**src/rtl/rib_timer_pkg.sv**
```systemverilog
// rib_timer_pkg: shared bus widths, timer register offsets, CTRL layout and
// reset constants for the RIB timer slave.
// Optional prescaler is selected by RIB_TIMER_PRESCALER_EN (see rib_timer.sv).
package rib_timer_pkg;

  localparam int unsigned BUS_ADDR_WIDTH = 32;
  localparam int unsigned BUS_DATA_WIDTH = 32;

  localparam logic [BUS_DATA_WIDTH-1:0] ZERO_WORD     = '0;
  localparam logic                      WRITE_ENABLE  = 1'b1;
  localparam logic                      WRITE_DISABLE = 1'b0;

  // Register offsets within the decoded address window
  localparam logic [BUS_ADDR_WIDTH-1:0] TIMER_CTRL     = 32'h0000_0000;
  localparam logic [BUS_ADDR_WIDTH-1:0] TIMER_COUNT    = 32'h0000_0004;
  localparam logic [BUS_ADDR_WIDTH-1:0] TIMER_VALUE    = 32'h0000_0008;
  localparam logic [BUS_ADDR_WIDTH-1:0] TIMER_PRESCALE = 32'h0000_000C;

  // CTRL bit indices
  localparam int unsigned CTRL_EN      = 0;
  localparam int unsigned CTRL_IE      = 1;
  localparam int unsigned CTRL_PEND    = 2;
  localparam int unsigned CTRL_ONESHOT = 3;

  // CTRL register image; member order matches the bit indices above
  typedef struct packed {
    logic oneshot;
    logic pend;
    logic ie;
    logic en;
  } ctrl_t;

  localparam ctrl_t CTRL_RESET = '0;

  // Zero-extend the CTRL image to a bus word for reads
  function automatic logic [BUS_DATA_WIDTH-1:0] ctrl_word(input ctrl_t c);
    return BUS_DATA_WIDTH'(c);
  endfunction

endpackage

```
**src/rtl/rib_timer_prescaler.sv**
```systemverilog
// rib_timer_prescaler: clock divider producing the timer tick.
// Ports:
//   clk, rst  - clock, async active-high reset
//   en        - timer enable; divider holds while low
//   clr       - restart divider at 0 (software write to COUNT or PRESCALE)
//   prescale  - divider terminal value; tick every prescale+1 enabled cycles
//   tick_c    - combinational tick, high when enabled and divider expires
module rib_timer_prescaler
  import rib_timer_pkg::*;
(
  input  logic                      clk,
  input  logic                      rst,
  input  logic                      en,
  input  logic                      clr,
  input  logic [BUS_DATA_WIDTH-1:0] prescale,
  output logic                      tick_c
);

  logic [BUS_DATA_WIDTH-1:0] div;
  logic                      expire;

  assign expire = (div == prescale);
  assign tick_c = en & expire;

  // Divider counts 0..prescale while enabled, restarts on software clear
  always_ff @(posedge clk or posedge rst) begin
    if (rst) begin
      div <= ZERO_WORD;
    end else if (clr) begin
      div <= ZERO_WORD;
    end else if (en) begin
      div <= expire ? ZERO_WORD : div + BUS_DATA_WIDTH'(1);
    end
  end

endmodule

```
**src/rtl/rib_timer.sv**
```systemverilog
// rib_timer: RIB slave memory-mapped 32-bit timer with compare interrupt.
// Register map (addr_i[ADDR_DEC_BITS-1:0], aliased above that):
//   0x00 CTRL  {ONESHOT, PEND(W1C), IE, EN}
//   0x04 COUNT
//   0x08 VALUE (compare)
//   0x0C PRESCALE (only with RIB_TIMER_PRESCALER_EN defined, else reads 0)
// Ports:
//   clk, rst   - clock, async active-high reset
//   addr_i     - byte address from interconnect
//   data_i     - write data
//   data_o     - combinational read data for addr_i
//   we_i       - write strobe, sampled at posedge clk
//   int_sig_o  - level interrupt, PEND & IE
// Macro: RIB_TIMER_PRESCALER_EN enables the PRESCALE register and divider.
module rib_timer
  import rib_timer_pkg::*;
#(
  parameter int unsigned ADDR_DEC_BITS = 8
) (
  input  logic                      clk,
  input  logic                      rst,
  input  logic [BUS_ADDR_WIDTH-1:0] addr_i,
  input  logic [BUS_DATA_WIDTH-1:0] data_i,
  output logic [BUS_DATA_WIDTH-1:0] data_o,
  input  logic                      we_i,
  output logic                      int_sig_o
);

  ctrl_t                     ctrl;
  logic [BUS_DATA_WIDTH-1:0] count;
  logic [BUS_DATA_WIDTH-1:0] value;
  logic [BUS_DATA_WIDTH-1:0] prescale;
  logic [BUS_ADDR_WIDTH-1:0] offset;
  logic                      unused_addr;
  logic                      wr_ctrl;
  logic                      wr_count;
  logic                      wr_value;
  logic                      tick;
  logic                      match;

  // Upper address bits are deliberately ignored so the map aliases
  assign offset      = BUS_ADDR_WIDTH'(addr_i[ADDR_DEC_BITS-1:0]);
  assign unused_addr = ^(addr_i >> ADDR_DEC_BITS);

  assign wr_ctrl  = (we_i == WRITE_ENABLE) && (offset == TIMER_CTRL);
  assign wr_count = (we_i == WRITE_ENABLE) && (offset == TIMER_COUNT);
  assign wr_value = (we_i == WRITE_ENABLE) && (offset == TIMER_VALUE);

`ifdef RIB_TIMER_PRESCALER_EN
  logic wr_prescale;

  assign wr_prescale = (we_i == WRITE_ENABLE) && (offset == TIMER_PRESCALE);

  always_ff @(posedge clk or posedge rst) begin
    if (rst) begin
      prescale <= ZERO_WORD;
    end else if (wr_prescale) begin
      prescale <= data_i;
    end
  end

  rib_timer_prescaler u_prescaler (
    .clk      (clk),
    .rst      (rst),
    .en       (ctrl.en),
    .clr      (wr_count | wr_prescale),
    .prescale (prescale),
    .tick_c   (tick)
  );
`else
  assign prescale = ZERO_WORD;
  assign tick     = ctrl.en;
`endif

  // Compare hit; VALUE=0 keeps the timer inert
  assign match = tick && (value != ZERO_WORD) && (count == value);

  // Counter and CTRL update. Statement order encodes collision priority:
  // software COUNT/EN writes override the tick, hardware PEND set overrides W1C.
  always_ff @(posedge clk or posedge rst) begin
    if (rst) begin
      ctrl  <= CTRL_RESET;
      count <= ZERO_WORD;
      value <= ZERO_WORD;
    end else begin
      if (tick) begin
        if (value == ZERO_WORD || count == value) begin
          count <= ZERO_WORD;
        end else begin
          count <= count + BUS_DATA_WIDTH'(1);
        end
      end
      if (wr_count) begin
        count <= data_i;
      end
      if (wr_value) begin
        value <= data_i;
      end
      if (wr_ctrl) begin
        ctrl.en      <= data_i[CTRL_EN];
        ctrl.ie      <= data_i[CTRL_IE];
        ctrl.oneshot <= data_i[CTRL_ONESHOT];
        if (data_i[CTRL_PEND]) begin
          ctrl.pend <= 1'b0;
        end
      end else if (match && ctrl.oneshot) begin
        ctrl.en <= 1'b0;
      end
      if (match) begin
        ctrl.pend <= 1'b1;
      end
    end
  end

  // Zero-latency read mux
  always_comb begin
    data_o = ZERO_WORD;
    case (offset)
      TIMER_CTRL:     data_o = ctrl_word(ctrl);
      TIMER_COUNT:    data_o = count;
      TIMER_VALUE:    data_o = value;
      TIMER_PRESCALE: data_o = prescale;
      default:        data_o = ZERO_WORD;
    endcase
  end

  assign int_sig_o = ctrl.pend & ctrl.ie;

endmodule

```
**config.mk**
```make
export PLATFORM = sky130hd
export DESIGN_NAME = rib_timer
export DESIGN_NICKNAME = d
export VERILOG_FILES = /design/src/rtl/rib_timer_pkg.sv /design/src/rtl/rib_timer_prescaler.sv /design/src/rtl/rib_timer.sv
export SDC_FILE = /design/constraint.sdc
export NUM_CORES = 1
export LEC_CHECK = 0
export ABC_CLOCK_PERIOD_IN_PS = 3100
export CAP_MARGIN = 20
export CORE_MARGIN = 5
export CORE_UTILIZATION = 51
export DETAILED_ROUTE_END_ITERATION = 16
export GPL_TIMING_DRIVEN = 0
export HOLD_SLACK_MARGIN = 0.02
export PLACE_DENSITY = 0.91
export SYNTH_ARGS = -nofsm -noshare
export SYNTH_HDL_FRONTEND = slang
export SYNTH_SLANG_ARGS = --single-unit
```
**constraint.sdc**
```tcl
create_clock -name clk -period 3.1 [get_ports clk]
set_input_delay 0.62 -clock clk [delete_from_list [all_inputs] [get_ports clk]]
set_output_delay 0.62 -clock clk [all_outputs]
set_load 0.01 [all_outputs]
```
# After elaboration in Yosys (flattened, before gate mapping)
# Index checks and enable logic that the tools add are counted.
dict set report totals {
  register_bits 68
  latchBits 0
  ram_bits 0
  rom_bits 0
  in_bits 67
  output_inout_bits 33
  wordCells 35
  mem_count 0
}
dict set report op_classes {
  n_addsub 1
  multipliers 0
  n_div 0
  n_lt_le_gt_ge 0
  n_eq_ne 3
  shift 0
  muxes 9
  n_bitwise 1
  reduce_logical 15
}
# operator count
set ops {}
lappend ops {{two-way mux 32 bit} 3}
lappend ops {{one-hot mux 32 bit (3 select lines)} 1}
lappend ops {{zero test 32 bit} 2}
lappend ops {{adder 32 x 1 -> 32 bit, second input constant} 1}
lappend ops {{== test 32 bit} 1}
lappend ops {{nonzero test 32 bit} 1}
lappend ops {{== test 8 x 3 -> 1 bit, second input constant} 1}
lappend ops {{== test 8 x 4 -> 1 bit, second input constant} 1}
lappend ops {{nonzero test 2 bit} 4}
lappend ops {{logical AND 1 bit} 6}
lappend ops {{two-way mux 1 bit} 4}
lappend ops {{two-way mux 2 bit} 1}
lappend ops {{AND reduction 2 bit} 1}
lappend ops {{AND 1 bit} 1}
lappend ops {{logical OR 1 bit} 1}

# Logic depth before layout (Yosys ltp)
# Gate-level depths: netlist of run 1.
dict set report logic_depth {
  word_depth 6
  mapped_depth 9
  mapped_depth_nobuf 7
}

# Least setup slack after synthesis of run 1
# Ideal clock, no wire load.
dict set report synth_timing {
  path_type {input to output}
  start {input addr_i[2]}
  end {output data_o[10]}
  t_arrival_ns 2.064
  required_time_ns 2.480
  setup_slack_ns 0.416
  path_stages 6
  path_buffers 3
  path_cell_list {clkbuf_1 > nor2b_1 > and3_1 > clkbuf_1 > clkbuf_1 > a22o_1}
}
dict set report synth_between {
  elab_chain_len 2
  elab_cells_between_ends 4
  cone_classes {2 x eq/ne; 1 x mux; 1 x reduce/logical}
}
# element line
set synth_rtl {}
lappend synth_rtl {{start: declaration} rib_timer.sv:22} ;# input logic [BUS_ADDR_WIDTH-1:0] addr_i,
lappend synth_rtl {{zero test 32 bit, or another cell as far along} rib_timer.sv:118} ;# case (offset)
lappend synth_rtl {{one-hot mux 32 bit (3 select lines) (*)} rib_timer.sv:118}
lappend synth_rtl {{end: declaration} rib_timer.sv:24} ;# output logic [BUS_DATA_WIDTH-1:0] data_o,
# Every way passes the cells marked *; elsewhere a longest branch is shown, timed or not.

# Final worst setup path of run 1
dict set report layout_timing {
  start {input addr_i[6]}
  end {output data_o[6]}
}
# Same word-level chain as after synthesis.

==> results.rst, run 1 <==
.. list-table::
   :header-rows: 1

   * - Metric
     - Value
   * - Worst Setup Slack, final
     - 0.0557 ns
   * - Total Nets Final
     - around 600
   * - Routability congestion estimate
     - between 1 and 1.5
   * - # H-tree levels
     - 3
   * - Power, Total
     - about 3.3 mW
   * - Vertical extent of the die
     - 102 um
   * - Share of the synthesized netlist area taken by xor and xnor gates
     - 12.1%
   * - Combined area of the multi-input logic cells
     - ~2400 um2
   * - Avg Cell Area, Syn
     - between 9 and 10 um2
   * - Final Hold Fails
     - 0
   * - Worst slack at placement
     - -1.06 ns
   * - Horizontal die dimension
     - between 100 and 150 um
   * - PwrDens
     - approximately 610 nW/um2
   * - Number of remaining DRC errors
     - 0
   * - CTS buffer count
     - 9
   * - Die footprint
     - approximately 10,000 um2
   * - Cell family contributing the most delay on the critical path
     - buffers and inverters
   * - Minimum hold slack
     - 0.530 ns
   * - Combinational family with the most area after synthesis
     - compound AO/OA/AOI/OAI gates
   * - Number of instances in the synthesized netlist
     - around 450
   * - Core region area
     - about 8300 um2
   * - Number of buffers inserted by hold repair at cts
     - 0
   * - Layout cells sized above 1
     - between 10% and 20%
   * - Commonest cells in the synthesized netlist
     - sky130_fd_sc_hd__dfrtp_1, sky130_fd_sc_hd__xnor2_1, sky130_fd_sc_hd__mux2_2
   * - Reg-to-reg slack, setup
     - about 0.60 ns
   * - DR vias/cell
     - 6.47
   * - Multiplexer share of the synthesized area
     - a little under a tenth
   * - Number of vias after detailed routing
     - ~4,200
   * - Maximum number of pins on one net before global-route repair
     - 69
   * - Area fraction in compound gates after synthesis
     - ~17%
   * - Ranking of synthesized cells by area
     - sky130_fd_sc_hd__dfrtp_1, sky130_fd_sc_hd__xnor2_1, sky130_fd_sc_hd__mux2_2
   * - Clock slew seen by the registers of the worst setup and hold paths
     - ~0.08 ns
   * - Number of diodes
     - 0
   * - Actual transition at the worst max-transition pin
     - approximately 0.85 ns
   * - Final Routed Wirelength
     - around 14 mm
   * - Number of optimization iterations in the first detailed-route pass
     - 5
   * - Post-placement cell count
     - approximately 630
   * - Starting utilization of the core area
     - ~53%
   * - Maxcap violations
     - 0
   * - Area growth from synthesis to layout
     - 26.5%
   * - Yosys warning count
     - 0
   * - Min-delay worst type
     - reg -> reg
   * - Fmax
     - about 330 MHz
   * - Maximum fanout along the worst path
     - 10
   * - Average routed wire per standard cell
     - 22.2 um
   * - Worst skew pair latency
     - between 0.3 and 0.4 ns
   * - Number of enable-type register cells in the synthesized netlist
     - 0
   * - Half-perimeter wire length after placement
     - 9.93 mm
   * - Number of filler cells placed in the layout
     - between 600 and 700
   * - Non-filler instance count after layout
     - between 600 and 700
   * - Placement row count
     - 33
   * - Crit start category
     - input port
   * - Wire length of the first global-routing pass
     - between 20 and 25 mm
   * - I/O pin count
     - 100
   * - Distinct cells, synth
     - 39
   * - CTS tree
     - yes
   * - Most common cell in the synthesized netlist
     - sky130_fd_sc_hd__dfrtp_1
   * - Fraction of registers with async set/reset
     - between 90% and 100%
   * - Worst relative slew slack
     - 43.7%
   * - FF+latch count, synth
     - ~70
   * - Overall fraction of global-route tracks in use
     - between 20% and 30%
   * - Post-synthesis instance area
     - roughly 4300 um2
   * - Net count after synthesis
     - slightly above 500
   * - Final setup viols
     - 0
   * - Clock root cell
     - sky130_fd_sc_hd__clkbuf_8
   * - CTS sink count
     - 68
   * - Cell type of the slowest stage on the worst timing path
     - sky130_fd_sc_hd__clkdlybuf4s50_1
   * - Max clock buf depth
     - 2
   * - Crit path capture type
     - output port
   * - Arrival time of data at the critical path endpoint
     - around 2.4 ns
   * - Post-synth top area cell
     - sky130_fd_sc_hd__dfrtp_1
   * - Antenna violations before repair
     - 0
   * - FF/Latch Area
     - roughly 1700 um2
   * - Type of the worst setup path
     - in -> out
   * - Fraction of the yosys area taken by sequential cells
     - between 30% and 40%
   * - Number of global-route vias before repair
     - 4,462
   * - Fraction of the mapped netlist area in simple logic gates
     - 16.3%
   * - Final TNS setup
     - 0 ns
   * - Sum of buffers and inverters on the critical path
     - 4
   * - Run status
     - complete, no violations
   * - Post-route clock skew
     - approximately 0.0084 ns
   * - Number of DRC markers after the initial detailed-route iteration
     - between 300 and 400
   * - Worst endpoint required time
     - 2.48 ns
   * - Most used DFF post-synth
     - sky130_fd_sc_hd__dfrtp_1
   * - Max-slew violation total from the final report
     - 0
   * - Fraction of post-synthesis cell area in the top cell type by area
     - approximately 40%
   * - Tmin final
     - about 3 ns
   * - Number of nets with antenna violations after detailed routing
     - 0
   * - Portion of the clock cycle consumed by the worst path in the final layout
     - between 90% and 100%
   * - GR Overflow Total
     - 0
   * - Adder and majority gate portion of the synthesized area
     - less than 1%
   * - Cells along the critical path
     - clkdlybuf4s50_1, nor4_4, and3_4, clkbuf_8, clkbuf_16, a22o_1, clkdlybuf4s15_1
   * - Maximum ir drop on the vdd rail
     - 0.283 mV
   * - RSZ-0062 raised after global routing
     - false
   * - Static Leak
     - around 2.3 nW
   * - Biggest cell delay along the critical path
     - around 0.45 ns
   * - Quantity of I/O buffers inserted on ports
     - 73
power by group:
part	total, mW	leakage, nW	switching (mW)	internal [mW]
combinational	1.10	1.35	0.546	0.555
sequential	1.37	0.890	0.286	1.08
clock	0.850	0.105	0.377	0.473
per-layer routing:
metal  track usage, %  part of all wire [%]  routed length, um  up-vias
li1                 -                     -                  -     1815
met1             34.0                    37               5370     2033
met2             46.7                    48               6900      268
met3             8.94                   9.9               1420       64
met4             14.3                   4.5                643        0
met5                0                     0                  0        -
through the flow:
step	util (%)	cell area [um2]
finish	66.4	5490
global placement	63.0	5200
global route	66.4	5490
CTS	66.8	5520
detailed placement	63.0	5200
floorplan	-	4340
layout by cell type (no fill, tap or decap), types with 11 or more instances in the layout:
master,instances
sky130_fd_sc_hd__a22o_1,28
sky130_fd_sc_hd__nand2_1,23
sky130_fd_sc_hd__xnor2_1,49
sky130_fd_sc_hd__o221ai_1,11
sky130_fd_sc_hd__mux2_2,32
sky130_fd_sc_hd__clkbuf_2,13
sky130_fd_sc_hd__o21a_1,11
sky130_fd_sc_hd__buf_2,11
sky130_fd_sc_hd__clkbuf_1,15
sky130_fd_sc_hd__clkdlybuf4s15_1,12
sky130_fd_sc_hd__xor2_1,11
sky130_fd_sc_hd__clkdlybuf4s50_1,45
sky130_fd_sc_hd__inv_1,14
sky130_fd_sc_hd__nor2_1,17
sky130_fd_sc_hd__nor4_1,11
sky130_fd_sc_hd__dfrtp_1,68
sky130_fd_sc_hd__clkbuf_8,15
sky130_fd_sc_hd__and3_1,23
sky130_fd_sc_hd__nand4_1,19
sky130_fd_sc_hd__a21oi_1,28
cells by family (layout without fill, tap and decap cells):
group           Yosys count  count (layout)
simple gates            124             124
compound gates          105             105
flops                    68              68
xor+xnor                 60              60
fa+ha+maj                 1               1
buf+inv                  52             146
mux                      37              37
registers in the layout (all words and copies together), names as in the netlist:
register	count
ctrl	3
count	32
tick	1
value	32
final timing paths:
kind,start,to,cells after the start
max in group asynchronous,rst,count[31],2
worst max register to register,count[15],count[5],8
worst max-delay path,addr_i[6],data_o[6],7
worst min-delay path,ctrl[1],ctrl[1],2
worst min register to register,ctrl[1],ctrl[1],2
min in group asynchronous,rst,value[17],2
final cells by class:
type | instances | share of cell area, %
Multi-Input combinational cell | 327 | 44.2
Sequential cell | 68 | 31.0
Timing Repair Buffer | 78 | 12.9
Buffer | 37 | 4.31
Clock buffer | 10 | 2.51
Tap cell | 105 | 2.39
Clock inverter | 6 | 1.60
Inverter | 15 | 1.07
tightest hold or removal path: stages, from the launching register on:
cell and delay, ns:
sky130_fd_sc_hd__dfrtp_1 0.38, sky130_fd_sc_hd__nand2_1 0.07, sky130_fd_sc_hd__nand2_1 0.06
what timing repair did:
| action | 4_1_cts | 5_1_grt |
|---|---|---|
| buffers inserted | 4 | 0 |
| endpoints found under the setup margin | 28 | 27 |
| gates cloned | 1 | 0 |
| pin swaps | 2 | 2 |
| resized for setup | 49 | 38 |
Note: power is estimated with default switching activity, not from simulation.
==> run 2, diff against run 1 <==
--- a/config.mk
+++ b/config.mk
@@ -5,10 +5,11 @@
 export SDC_FILE = /design/constraint.sdc
 export NUM_CORES = 1
 export LEC_CHECK = 0
+export ABC_AREA = 1
 export ABC_CLOCK_PERIOD_IN_PS = 3100
 export CAP_MARGIN = 20
 export CORE_MARGIN = 5
-export CORE_UTILIZATION = 51
+export CORE_UTILIZATION = 52
 export DETAILED_ROUTE_END_ITERATION = 16
 export GPL_TIMING_DRIVEN = 0
 export HOLD_SLACK_MARGIN = 0.02
==> constraint.sdc (replaced) <==
create_clock -name clk -period 3.1 [get_ports clk]
set_input_delay 0.62 -clock clk [delete_from_list [all_inputs] [get_ports clk]]
set_output_delay 0.62 -clock clk [all_outputs]
set_load 0.005 [all_outputs]
==> run 2 against run 1 <==
  * The run now ends with negative setup slack left
  * Die area up 6.5%
  * Register-to-register slack better by 0.39 ns
  * Global-route usage decreased by 0.27 points
  * Hold slack lost 0.0074 ns
  * Power shrank 32%
  * Core utilization increased by 1.7 points
  * Worst setup slack got worse by 0.066 ns
  * Area after synthesis grew 9.3%
  * Clock skew grew 0.00087 ns
  * Routed wire length rose by 12%
  * Clock-buffer cell count grew 5
  * Largest cell class unchanged
  * Highest routed layer unchanged
==> results.rst, run 2 <==
.. list-table::
   :header-rows: 1

   * - Metric
     - Value
   * - Run status
     - finished with violations
   * - Violated checks
     - negative setup slack
   * - Number of optimization iterations in the first detailed-route pass
     - 5
   * - Worst endpoint required time
     - about 2.5 ns
   * - Core region area
     - ~9000 um2
   * - Depth of the worst register-to-register path
     - 10
   * - Number of global-route vias before repair
     - between 5,000 and 6,000
   * - Yosys warning count
     - 0
   * - Horizontal die dimension
     - 105 um
   * - Post-synthesis instance area
     - approximately 4700 um2
   * - Worst skew pair latency
     - 0.35 ns
   * - Crit start category
     - input port
   * - Clock slew seen by the registers of the worst setup and hold paths
     - roughly 0.070 ns
   * - Fraction of the yosys area taken by sequential cells
     - a little over a third
   * - Average routed wire per standard cell
     - 17.3 um
   * - Wire length of the first global-routing pass
     - around 25 mm
   * - Static Leak
     - between 2 and 3 nW
   * - GR Overflow Total
     - 0
   * - Worst slack at placement
     - -0.729 ns
   * - Type of the worst setup path
     - in -> out
   * - Final Cell Area
     - ~6000 um2
   * - PwrDens
     - 375 nW/um2
   * - Worst flop-to-flop path startpoint
     - count[13]
   * - Max-slew violation total from the final report
     - 0
   * - Maximum number of pins on one net before global-route repair
     - 69
   * - Most used cells in the layout excluding fill and tap cells
     - sky130_fd_sc_hd__nand2_1, sky130_fd_sc_hd__inv_1, sky130_fd_sc_hd__nor2_1, sky130_fd_sc_hd__dfrtp_1, sky130_fd_sc_hd__nand3_1
   * - Fraction of registers with async set/reset
     - 100%
   * - Clock root cell
     - sky130_fd_sc_hd__clkbuf_8
   * - Maximum ir drop on the vdd rail
     - ~0.20 mV
   * - Sequential group share of total power
     - 47.2%
   * - DR vias/cell
     - 5.83
   * - Maximum fanout along the worst path
     - 10
   * - Crit path capture type
     - output port
   * - Number of enable-type register cells in the synthesized netlist
     - 0
   * - Maxcap violations
     - 0
   * - Avg Cell Area, Syn
     - ~6.6 um2
   * - Reg-to-reg slack, setup
     - 0.99 ns
   * - Area fraction in compound gates after synthesis
     - approximately 8.9%
   * - Clk network pwr share
     - a little under a third
   * - Number of vias after detailed routing
     - 5,384
   * - Largest registers
     - count (32), value (32), ctrl (3)
   * - Internal cell power
     - 1.53 mW
   * - Final Routed Wirelength
     - 16.0 mm
   * - Area growth from synthesis to layout
     - 26.5%
   * - Antenna violations before repair
     - 0
   * - Portion of the clock cycle consumed by the worst path in the final layout
     - 100%
   * - Arrival time of data at the critical path endpoint
     - between 2 and 2.5 ns
   * - Hold depth
     - 2
   * - Tmin final
     - 3.11 ns
   * - Most used DFF post-synth
     - sky130_fd_sc_hd__dfrtp_1
   * - Vertical extent of the die
     - about 110 um
   * - Overall fraction of global-route tracks in use
     - 28.3%
   * - Min-delay worst type
     - reg -> reg
   * - Minimum hold slack
     - approximately 0.52 ns
   * - Distinct cells, synth
     - 32
   * - Half-perimeter wire length after placement
     - between 10 and 15 mm
   * - Routability congestion estimate
     - 0.996
   * - Max clock buf depth
     - 2
   * - Fraction of the mapped netlist area in simple logic gates
     - a little over a third
   * - Quantity of I/O buffers inserted on ports
     - 75
   * - Net count after synthesis
     - 784
   * - Worst Hold Endpoint
     - ctrl[3]
   * - CTS tree
     - yes
   * - Final TNS setup
     - -0.0259 ns
   * - Post-synth top area cell
     - sky130_fd_sc_hd__dfrtp_1
   * - CTS sink count
     - 68
   * - Adder and majority gate portion of the synthesized area
     - 0.264%
   * - Reported net switching power
     - slightly above 0.7 mW
   * - Worst hold path startpoint
     - ctrl[3]
   * - Fraction of post-synthesis cell area in the top cell type by area
     - approximately 36%
   * - Die footprint
     - about 11,000 um2
   * - Number of remaining DRC errors
     - 0
   * - Ranking of synthesized cells by area
     - sky130_fd_sc_hd__dfrtp_1, sky130_fd_sc_hd__nand2_1, sky130_fd_sc_hd__inv_1
   * - Number of DRC markers after the initial detailed-route iteration
     - slightly above 600
   * - Fmax
     - about 320 MHz
   * - Reg-to-reg critical path endpoint
     - count[6]
   * - Multiplexer share of the synthesized area
     - 0%
   * - Final Hold Fails
     - 0
   * - I/O pin count
     - 100
   * - Actual transition at the worst max-transition pin
     - around 0.88 ns
   * - CTS buffer count
     - 9
   * - Sw Share
     - between 30 and 40%
   * - Area after DPL
     - 5630 um2
   * - RSZ-0062 raised after global routing
     - true
   * - Combinational family with the most area after synthesis
     - simple AND/OR/NAND/NOR gates
   * - Placement row count
     - 34
   * - Share of the synthesized netlist area taken by xor and xnor gates
     - 7.39%
   * - Number of instances in the synthesized netlist
     - around 700
   * - # H-tree levels
     - 3
   * - Core Util, Final
     - around two thirds
   * - Starting utilization of the core area
     - a little over half
   * - Layout cells sized above 1
     - a little under a tenth
   * - Most frequent standard cell in the layout excluding fill and tap cells
     - sky130_fd_sc_hd__nand2_1
   * - Final setup viols
     - 3
   * - Worst Setup Slack, final
     - -0.0105 ns
   * - FF+latch count, synth
     - 68
   * - Share of total power in combinational logic
     - 21.4%
   * - Number of diodes
     - 0
   * - Commonest cells in the synthesized netlist
     - sky130_fd_sc_hd__nand2_1, sky130_fd_sc_hd__inv_1, sky130_fd_sc_hd__nor2_1
   * - Total Nets Final
     - slightly below 900
   * - Worst relative slew slack
     - between 40 and 50%
   * - Most common cell in the synthesized netlist
     - sky130_fd_sc_hd__nand2_1
   * - Number of nets with antenna violations after detailed routing
     - 0
   * - Post-route clock skew
     - just over 0.009 ns
## run 2: layer usage
| layer | part of all wire (%) | global-route usage, % |
|---|---|---|
| met5 | 0 | 0 |
| met4 | 5.4 | 15.1 |
| met3 | 12 | 5.32 |
| met2 | 44 | 44.0 |
| met1 | 38 | 37.4 |
## run 2: layout make-up
| cell class | count | area [um2] |
|---|---|---|
| Multi-Input combinational cell | 521 | 2560 |
| Inverter | 95 | 368 |
| Tap cell | 108 | 135 |
| Timing Repair inverter | 1 | 7.51 |
| Sequential cell | 68 | 1700 |
| Timing Repair Buffer | 84 | 832 |
| Fill cell | 759 | 2810 |
| Clock buffer | 15 | 176 |
| Buffer | 31 | 210 |
| Clock inverter | 1 | 5.00 |
## run 2: how the worst max path moves through the flow
stage / startpoint / slack (ns) / endpoint
6_report: addr_i[5] / -0.01 / data_o[24]
5_1_grt: addr_i[5] / -0.09 / data_o[24]
4_1_cts: addr_i[4] / 0.01 / data_o[24]
3_5_place_dp: addr_i[1] / -0.73 / data_o[19]
3_3_place_gp: addr_i[5] / -0.74 / data_o[19]
2_1_floorplan: rst / 0.77 / count[0]
## run 2: critical path, cell delays in order
cell,delay (ns)
sky130_fd_sc_hd__clkdlybuf4s50_1,0.41
sky130_fd_sc_hd__nor2_2,0.15
sky130_fd_sc_hd__nand2_2,0.10
sky130_fd_sc_hd__clkinv_4,0.09
sky130_fd_sc_hd__nand4_4,0.18
sky130_fd_sc_hd__buf_6,0.23
sky130_fd_sc_hd__o22ai_1,0.16
sky130_fd_sc_hd__clkdlybuf4s50_1,0.53
## run 2: power groups by stage
| stage | clock, mW | sequential [mW] | combinational, mW |
|---|---|---|---|
| floorplan | 0 | 1.05 | 0.315 |
| global placement | 0 | 1.07 | 0.449 |
| detailed placement | 0 | 1.07 | 0.464 |
| CTS | 0.700 | 1.06 | 0.472 |
| global route | 0.735 | 1.07 | 0.533 |
| finish | 0.706 | 1.06 | 0.483 |
## run 2: logic make-up (layout without fill, tap and decap cells)
family	count (synthesis)	in the layout
AO/OA/AOI/OAI	76	76
XOR/XNOR	40	40
buffers and inverters	127	227
adder cells (fa/ha/maj)	1	1
AND/OR/NAND/NOR	404	404
flip-flops	68	68
## run 2: timing repair
action | in CTS | in global routing
gates cloned | 1 | 0
hold buffers | 0 | 0
setup endpoints to repair | 30 | 29
gates resized for setup | 34 | 9
setup buffers | 4 | 5
pin swaps | 1 | 0
## run 2: per-stage QoR
step / total power, mW / cells
after detailed placement: 1.54 / 899
after CTS: 2.23 / 919
final: 2.25 / 924
after global placement: 1.52 / 899
after floorplan: 1.36 / 716
after global routing: 2.34 / 924
==> run 3, diff against run 2 <==
--- a/config.mk
+++ b/config.mk
@@ -6,9 +6,9 @@
 export NUM_CORES = 1
 export LEC_CHECK = 0
 export ABC_AREA = 1
-export ABC_CLOCK_PERIOD_IN_PS = 3100
+export ABC_CLOCK_PERIOD_IN_PS = 3200
 export CAP_MARGIN = 20
-export CORE_MARGIN = 5
+export CORE_MARGIN = 2
 export CORE_UTILIZATION = 52
 export DETAILED_ROUTE_END_ITERATION = 16
 export GPL_TIMING_DRIVEN = 0
==> constraint.sdc (replaced) <==
create_clock -name clk -period 3.2 [get_ports clk]
set_input_delay 0.64 -clock clk [delete_from_list [all_inputs] [get_ports clk]]
set_output_delay 0.64 -clock clk [all_outputs]
set_load 0.005 [all_outputs]
==> run 3 against run 2 <==
  * Routed wire length grew 4.5%
  * Largest power group unchanged
  * Sequential share of layout area shrank 0.23 points
  * Largest cell class unchanged
  * Global-route usage grew 5.9 points
  * The run still ends with negative setup slack left
  * Via count shrank 0.95%
==> results.rst, run 3 (same netlist as run 2, synthesis figures left out) <==
.. list-table::
   :header-rows: 1

   * - Metric
     - Value
   * - Number of remaining DRC errors
     - 0
   * - Final Routed Wirelength
     - ~17 mm
   * - Power, Total
     - between 2 and 2.5 mW
   * - Clock slew seen by the registers of the worst setup and hold paths
     - 0.08 ns
   * - Final Cell Area
     - slightly above 6000 um2
   * - # H-tree levels
     - 3
   * - Most frequent standard cell in the layout excluding fill and tap cells
     - sky130_fd_sc_hd__nand2_1
   * - Maxcap violations
     - 0
   * - Routability congestion estimate
     - a little under 1
   * - Run status
     - finished with violations
   * - Sum of buffers and inverters on the critical path
     - 4
   * - Horizontal die dimension
     - around 99 um
   * - Number of optimization iterations in the first detailed-route pass
     - 7
   * - Final setup viols
     - 1
   * - Placement row count
     - 34
   * - Wire length of the first global-routing pass
     - about 26 mm
   * - Core region area
     - 8760 um2
   * - Number of global-route vias before repair
     - 5,275
   * - Cell type of the slowest stage on the worst timing path
     - sky130_fd_sc_hd__clkdlybuf4s50_1
   * - DR vias/cell
     - between 5 and 6
   * - Max clock buf depth
     - 2
   * - Final Hold Fails
     - 0
   * - Hold depth
     - 2
   * - CTS buffer count
     - 9
   * - Overall fraction of global-route tracks in use
     - about 34%
   * - Layout cells sized above 1
     - under 10%
   * - Depth of the worst register-to-register path
     - 12
   * - Half-perimeter wire length after placement
     - approximately 12 mm
   * - CTS sink count
     - 68
   * - Min-delay worst type
     - reg -> reg
   * - Worst setup path startpoint
     - addr_i[7]
   * - Average routed wire per standard cell
     - 18.1 um
   * - Worst Hold Endpoint
     - value[30]
   * - RSZ-0062 raised after global routing
     - true
   * - Core Util, Final
     - 69.0%
   * - Worst flop-to-flop path startpoint
     - count[12]
   * - Vertical extent of the die
     - between 90 and 100 um
   * - Crit start category
     - input port
   * - Biggest cell delay along the critical path
     - ~0.55 ns
   * - Total Nets Final
     - around 880
   * - Arrival time of data at the critical path endpoint
     - around 2.6 ns
   * - Number of vias after detailed routing
     - between 5,000 and 6,000
   * - Clock root cell
     - sky130_fd_sc_hd__clkbuf_8
   * - Starting utilization of the core area
     - a little over half
   * - CTS tree
     - yes
   * - Portion of the clock cycle consumed by the worst path in the final layout
     - 101%
   * - I/O pin count
     - 100
   * - Reg-to-reg critical path endpoint
     - count[28]
   * - Number of buffers inserted by hold repair at cts
     - 0
   * - Die footprint
     - ~10000 um2
   * - Worst relative slew slack
     - a little over 40%
   * - Worst endpoint required time
     - about 2.6 ns
   * - Type of the worst setup path
     - in -> out
   * - Actual transition at the worst max-transition pin
     - approximately 0.88 ns
   * - Cells along the critical path
     - clkdlybuf4s50_1, nor2_2, nand2_2, inv_4, nand4_4, buf_6, o22ai_2, clkdlybuf4s50_1
   * - Largest registers
     - count (32), value (32), ctrl (3)
   * - Area growth from synthesis to layout
     - 27.6%
   * - Cell repeated most along the worst path
     - sky130_fd_sc_hd__clkdlybuf4s50_1
   * - Tmin final
     - ~3.2 ns
   * - Static Leak
     - between 2 and 3 nW
   * - Maximum ir drop on the vdd rail
     - around 0.26 mV
   * - Quantity of I/O buffers inserted on ports
     - 75
   * - Worst hold path startpoint
     - value[30]
   * - Maximum number of pins on one net before global-route repair
     - just under 70
   * - Cell family contributing the most delay on the critical path
     - buffers and inverters
   * - Most used cells in the layout excluding fill and tap cells
     - sky130_fd_sc_hd__nand2_1, sky130_fd_sc_hd__inv_1, sky130_fd_sc_hd__nor2_1, sky130_fd_sc_hd__dfrtp_1, sky130_fd_sc_hd__nand3_1
   * - Post-route clock skew
     - roughly 0.015 ns
   * - Number of nets with antenna violations after detailed routing
     - 0
   * - Area after DPL
     - 5630 um2
   * - Max-slew violation total from the final report
     - 0
   * - Worst skew pair latency
     - about 0.36 ns
   * - Number of diodes
     - 0
   * - GR Overflow Total
     - 0
   * - Antenna violations before repair
     - 0
   * - Maximum fanout along the worst path
     - 10
   * - Reg-to-reg slack, setup
     - ~1.0 ns
   * - PwrDens
     - approximately 400 nW/um2
   * - Number of DRC markers after the initial detailed-route iteration
     - 490
   * - Crit path capture type
     - output port
   * - Worst Setup Slack, final
     - -0.0193 ns
   * - Violated checks
     - negative setup slack
   * - Fmax
     - 311 MHz
==> run 3: changes by cell type in the layout (fill, tap and decap cells not counted), sizes merged <==
cell | before | now
inv | 93 | 95
dlygate4sd2 | 5 | 0
bufinv | 0 | 2
dlymetal6s2s | 8 | 13
buf | 35 | 33
clkbuf | 20 | 15
==> run 3: per-stage QoR <==
| step | TNS [ns] | instances | hold slack (ns) | worst slack [ns] |
|---|---|---|---|---|
| floorplan | 0 | 716 | 0.475 | 0.848 |
| global placement | -39.21 | 899 | 0.507 | -0.654 |
| detailed placement | -14.49 | 899 | 0.542 | -0.691 |
| CTS | 0 | 917 | 0.559 | 0.00748 |
| global route | -0.737 | 921 | 0.599 | -0.0778 |
| finish | -0.0193 | 921 | 0.568 | -0.0193 |
==> run 3: worst max-delay path by stage <==
stage	endpoint	slack, ns	cells after the start
6_report	data_o[19]	-0.02	8
5_1_grt	data_o[9]	-0.08	8
4_1_cts	data_o[23]	0.007	9
3_5_place_dp	data_o[19]	-0.69	8
3_3_place_gp	data_o[19]	-0.65	8
2_1_floorplan	count[0]	0.85	1
==> run 3: power breakdown <==
part           switching (mW)  internal (mW)
registers              0.0955          0.936
clock network           0.374          0.485
logic                   0.270          0.198
total                   0.739           1.62
==> run 3: final cells by class <==
class | count | area (um2)
buffer | 31 | 208
clock buffer | 11 | 151
clock inverter | 5 | 82.6
fill | 738 | 2710
inverter | 95 | 365
multi-input combinational | 521 | 2570
sequential | 68 | 1700
tap | 108 | 135
timing repair buffer | 81 | 828
timing repair inverter | 1 | 7.51
==> run 3: worst register-to-register path: stages (launching register included) <==
cell and delay [ns]:
sky130_fd_sc_hd__dfrtp_1 0.37, sky130_fd_sc_hd__buf_2 0.18, sky130_fd_sc_hd__inv_1 0.15, sky130_fd_sc_hd__nand2_1 0.07, sky130_fd_sc_hd__nand2_1 0.05, sky130_fd_sc_hd__nand2_1 0.04, sky130_fd_sc_hd__nor2_1 0.18, sky130_fd_sc_hd__nand2_1 0.08
sky130_fd_sc_hd__nor2_1 0.22, sky130_fd_sc_hd__nand2_1 0.23, sky130_fd_sc_hd__buf_2 0.27, sky130_fd_sc_hd__nand3_1 0.13, sky130_fd_sc_hd__nand3_1 0.07
==> run 3: repair_timing <==
action                                  4_1_cts  5_1_grt
buffers inserted                              3        3
pin swaps                                     1        3
endpoints found under the setup margin       30       30
gates resized for setup                      20       23
cloned                                        0        1
==> run 3: metal layers <==
layer / global-route usage (%) / part of all wire (%) / up-vias
li1: - / - / 2454
met1: 44.9 / 39 / 2452
met2: 54.7 / 46 / 368
met3: 6.39 / 11 / 59
met4: 16.0 / 3.5 / 0
met5: 0 / 0 / -
